$ cat src/rtl/led_pkg.sv
// Shared encodings for the LED pattern generator.
// Mode, FSM state and ping-pong direction types.
package led_pkg;

  typedef enum logic [1:0] {
    MODE_BLINK = 2'd0,
    MODE_CHASE = 2'd1,
    MODE_PONG  = 2'd2,
    MODE_COUNT = 2'd3
  } mode_e;

  typedef enum logic [1:0] {
    IDLE = 2'd0,
    LOAD = 2'd1,
    RUN  = 2'd2,
    HOLD = 2'd3
  } state_e;

  typedef enum logic {
    DIR_UP = 1'b0,
    DIR_DN = 1'b1
  } dir_e;

endpackage

$ cat src/rtl/led_tick_gen.sv
// Step prescaler: strobes tick on the last count of each
// CLK_DIV-cycle window while run is high; clr restarts it.
module led_tick_gen
  import led_pkg::*;
#(
  parameter int CLK_DIV = 25000000
) (
  input  logic clk,
  input  logic rst,
  input  logic clr,
  input  logic run,
  output logic tick
);

  localparam int W =
    (CLK_DIV > 1) ? $clog2(CLK_DIV) : 1;
  localparam logic [W-1:0] LAST = W'(CLK_DIV - 1);

  logic [W-1:0] cnt;

  assign tick = run && (cnt == LAST);

  always_ff @(posedge clk or negedge rst) begin
    if (!rst) begin
      cnt <= '0;
    end else if (clr) begin
      cnt <= '0;
    end else if (run) begin
      cnt <= tick ? '0 : cnt + 1'b1;
    end
  end

endmodule

$ cat src/rtl/led_pattern_gen.sv
// LED pattern generator: blink, chaser, ping-pong and
// counter patterns with prescaled stepping and PWM dimming.
module led_pattern_gen
  import led_pkg::*;
#(
  parameter int N_LED    = 8,
  parameter int CLK_DIV  = 25000000,
  parameter int PWM_BITS = 4
) (
  input  logic                clk,
  input  logic                rst,
  input  logic                en,
  input  logic [1:0]          mode,
  input  logic [PWM_BITS-1:0] duty,
  output logic [N_LED-1:0]    LED,
  output logic                tick,
  output logic                wrap
);

  state_e state, nxt;
  mode_e  mode_i, mode_q;
  dir_e   dir, dir_n;

  logic [N_LED-1:0]    pattern, pat_n;
  logic [PWM_BITS-1:0] pwm_cnt;
  logic                step, run, clr;
  logic                mchg, pwm_on;

  function automatic logic [N_LED-1:0] init_pat(
    input mode_e m
  );
    unique case (m)
      MODE_BLINK: init_pat = '1;
      MODE_COUNT: init_pat = '0;
      default:    init_pat = N_LED'(1);
    endcase
  endfunction

  assign mode_i = mode_e'(mode);
  assign mchg   = (mode_i != mode_q);
  assign pwm_on = (&duty) | (pwm_cnt < duty);

  led_tick_gen #(
    .CLK_DIV (CLK_DIV)
  ) u_tick (
    .clk  (clk),
    .rst  (rst),
    .clr  (clr),
    .run  (run),
    .tick (step)
  );

  always_comb begin
    nxt = state;
    clr = 1'b0;
    run = 1'b0;
    unique case (state)
      IDLE: if (en) nxt = LOAD;
      LOAD: begin
        clr = 1'b1;
        nxt = en ? RUN : HOLD;
      end
      RUN: begin
        if (mchg)     nxt = LOAD;
        else if (!en) nxt = HOLD;
        else          run = 1'b1;
      end
      HOLD: begin
        if (mchg)    nxt = LOAD;
        else if (en) nxt = RUN;
      end
      default: nxt = IDLE;
    endcase
  end

  // Ping-pong turns around on the step that lands on an end bit.
  always_comb begin
    pat_n = pattern;
    dir_n = dir;
    unique case (mode_q)
      MODE_BLINK: pat_n = ~pattern;
      MODE_CHASE: pat_n = {pattern[N_LED-2:0],
                           pattern[N_LED-1]};
      MODE_PONG: begin
        if (dir == DIR_UP) begin
          pat_n = pattern << 1;
          if (pat_n[N_LED-1]) dir_n = DIR_DN;
        end else begin
          pat_n = pattern >> 1;
          if (pat_n[0]) dir_n = DIR_UP;
        end
      end
      MODE_COUNT: pat_n = pattern + 1'b1;
    endcase
  end

  always_ff @(posedge clk or negedge rst) begin
    if (!rst) begin
      state   <= IDLE;
      mode_q  <= MODE_BLINK;
      dir     <= DIR_UP;
      pattern <= '0;
      pwm_cnt <= '0;
      LED     <= '0;
      tick    <= 1'b0;
      wrap    <= 1'b0;
    end else begin
      state <= nxt;
      tick  <= step;
      wrap  <= step && (pat_n == init_pat(mode_q));
      if (state == LOAD) begin
        mode_q  <= mode_i;
        pattern <= init_pat(mode_i);
        dir     <= DIR_UP;
      end else if (step) begin
        pattern <= pat_n;
        dir     <= dir_n;
      end
      if (state != IDLE) pwm_cnt <= pwm_cnt + 1'b1;
      LED <= (state == IDLE) ? '0
           : pattern & {N_LED{pwm_on}};
    end
  end

endmodule

$ cat config.mk
export PLATFORM = sky130hd
export DESIGN_NAME = led_pattern_gen
export DESIGN_NICKNAME = d
export VERILOG_FILES = /design/src/rtl/led_pkg.sv /design/src/rtl/led_tick_gen.sv /design/src/rtl/led_pattern_gen.sv
export SDC_FILE = /design/constraint.sdc
export NUM_CORES = 1
export LEC_CHECK = 0
export BUFFER_PORTS_ARGS = -buffer_cell sky130_fd_sc_hd__buf_2
export CORE_AREA = 2 2 58 100
export CTS_BUF_LIST = sky130_fd_sc_hd__clkbuf_4 sky130_fd_sc_hd__clkbuf_8
export DETAILED_ROUTE_END_ITERATION = 10
export DIE_AREA = 0 0 60 102
export GPL_ROUTABILITY_DRIVEN = 0
export HOLD_SLACK_MARGIN = 0.12
export PLACE_DENSITY = 0.77
export SLEW_MARGIN = 40
export SYNTH_ARGS = -nofsm -noshare
export SYNTH_HDL_FRONTEND = slang
export SYNTH_SLANG_ARGS = --single-unit
$ cat constraint.sdc
create_clock -name clk -period 4.15 [get_ports clk]
set_input_delay 0.2075 -clock clk [delete_from_list [all_inputs] [get_ports clk]]
set_output_delay 0.2075 -clock clk [all_outputs]
set_load 0.05 [all_outputs]
==> results.yml <==
place:
  dpl_cell_area_mm2: 0.00317
  dp_hpwl_um: 4640
  placed_cells: 407
  portBuffers: 18
die:
  core_area_mm2: 0.00530
  pin_count: 19
  rows: 35
  start_util: 0.582
  die_w_um: 60
  die_area_mm2: 0.00612
  die_h_um: 102
synth:
  syn-mean-instance-area_um2: 9.25
  yosys.area.top_type: "dfrtp_1"
  yosysUniqueCellTypes: 49
  ys_seq_area_frac: 0.422
  yosysWarningCount: 0
  ys_top_cells_by_area: "dfrtp_1 42%, xor2_1 4.5%, nor2_1 4.4%, xnor2_1 4.3%, a21oi_1 2.8%"
  synth_area_mm2: 0.00308
  netlist_top_cells_count: "52 x dfrtp_1, 36 x nor2_1, 17 x a21oi_1"
  synth_async_sr_flop_share: 1.00
  yosysMostFrequentCell: "dfrtp_1"
  synth_nets: 348
  syn_inst: 333
  netlist.area_leader.share: 0.422
  synth_edf_count: 0
  synth_ff_type: "dfrtp_1"
  ys_seq_elements: 52
sta:
  tightestPinTransition_ns: 0.782
  skew_ns: 0.00970
  finalSetupViolations: 0
  fin_tns_setup_ns: 0
  maxClockFrequency_mhz: 333
  slew_viol_final: 0
  rsz0062_at_grt: "no"
  relSlewSlack: 0.479
  hold_viol_final: 0
  final.min_clock_period_ns: 3.00
  finalCritPeriodShare: 0.724
cells_and_area:
  final_area_mm2: 0.00329
  fillers: 457
  antenna_cells: 0
  areaGrowthSynthToFinish_pct: 6.78
  final_cells: 416
  nets: 356
  layout-drive-gt1-share: 0.114
run:
  cap_violations: 0
pwr:
  p_leak_nw: 1.41
  irDropWorstVdd_mv: 0.451
  p_per_area_mw_per_mm2: 677
  finalPower_mw: 2.23
min_path:
  hp-class: "primary input to register"
  hold_start: "en"
critical_path:
  cp.arrival_ns: 3.20
  required_ns: 4.34
  r2r_setup_slack_ns: 1.15
  path_class: "register to register"
  worstPathMaxFanout: 27
  end_kind: "register"
  startpoint_type: "register"
  timing.rr.start: "mode_q[1]"
  startpoint: "mode_q[1]"
routing:
  drc: 0
  vias_per_cell: 6.00
  num_vias: 2494
  wire_per_inst_um: 15.6
  detail-route-antenna-nets: 0
  drt-total-wl_um: 6480
  drtIter0Drc: 149
  drt_pass1_iterations: 5
clock_network:
  clock_latency_ns: 0.30
  cts_htree_levels: 2
  ctsLongestPathBuffers: 2
  cts_tree: "built"
  clk_pin_slew_worst_paths_ns: 0.10
  cts_sinks: 52
  post-cts-setup-buffer-count: 0
  cts_root_buf: "clkbuf_8"
  cts_buffers: 5
outcome:
  status: "completed"
global_routing:
  antenna_found_initial: 0
  track_usage: 0.235
  grt_max_degree: 53
  grt_pass1_wl_um: 11100
  grt_pass1_vias: 2380
  grt_overflow: 0
final timing paths:
kind | to | cells past startpoint
setup / recovery | u_tick.cnt[23] | 6
hold / removal | state[0] | 2
setup reg to reg | u_tick.cnt[23] | 6
hold reg to reg | pwm_cnt[3] | 1
max in group asynchronous | u_tick.cnt[2] | 3
min in group asynchronous | LED[4] | 3
where the power goes:
group          switching, mW  leakage [nW]  internal, mW
Sequential             0.210         0.681         0.623
Clock                  0.164        0.0541         0.179
Combinational          0.618         0.670         0.435
Total                  0.992          1.41          1.24
per-stage QoR:
stage / util / setup WS [ns] / hold slack, ns
4_1_cts: 0.621 / 1.14 / 0.126
6_report: 0.621 / 1.15 / 0.129
5_1_grt: 0.621 / 0.921 / 0.131
3_3_place_gp: 0.598 / 1.25 / 0.359
2_1_floorplan: - / 1.97 / -0.0881
3_5_place_dp: 0.598 / 1.15 / 0.365
critical path: stages (launching register included):
cell and delay, ns:
dfrtp_1 0.86, xor2_1 0.19, or3_1 0.55, nor4_4 0.42, nand2b_1 0.46, buf_4 0.33
nor2_1 0.08
layout make-up:
class	count	area, um^2	area share
Tap cell	74	92.6	0.0281
Inverter	10	37.5	0.0114
Clock buffer	5	68.8	0.0209
Clock inverter	3	42.5	0.0129
Timing Repair Buffer	23	130	0.0395
Sequential cell	52	1300	0.395
Multi-Input combinational cell	249	1620	0.492
cell usage in the layout, fill, tap and decap left out, types with 5 or more instances in the layout:
master / Yosys / routed
xor2_1: 16 / 16
inv_1: 10 / 10
buf_2: 4 / 18
nor3_1: 12 / 12
clkbuf_8: 0 / 5
nor2b_1: 6 / 6
or3_1: 7 / 7
o21a_1: 5 / 5
o211ai_1: 6 / 6
xnor2_1: 15 / 15
nand2_1: 15 / 15
and3_1: 6 / 6
ha_1: 6 / 6
mux2_2: 5 / 5
nand3_1: 16 / 16
o21ai_0: 12 / 12
dfrtp_1: 52 / 52
nor4_1: 5 / 5
and2_1: 9 / 9
a21oi_1: 17 / 17
mux2i_1: 5 / 5
nor2_1: 36 / 36
nand4_1: 10 / 10
sequential cells by signal, indices dropped and copies added (netlist names):
| signal | count |
|---|---|
| pattern | 8 |
| LED | 8 |
| tick | 1 |
| u_tick.cnt | 25 |
| pwm_cnt | 4 |
| mode_q | 2 |
| state | 2 |
| dir | 1 |
| wrap | 1 |
cell families (layout without fill, tap and decap cells):
group                      count (synthesis)  after routing  synth area share
AOI/OAI and AO/OA                         63             63             0.132
xor gates and xnor gates                  31             31            0.0881
adders and majority gates                  6              6            0.0244
buffers and inverters                     32             41            0.0528
DFF                                       52             52             0.422
muxes                                     11             11            0.0418
and+or+nand+nor                          138            138             0.239
what timing repair did:
item                                   4_1_cts  5_1_grt
hold buffers                                 1        0
resized for setup                            0        0
endpoints found under the hold margin       52        0
routing by layer:
metal,global-route usage,part of all wire,routed length [um]
met1,0.294,0.41,2630
met2,0.408,0.54,3500
met3,0.0177,0.029,186
met4,0.101,0.026,170
met5,0,0,0
(Power assumes the default switching activity.)
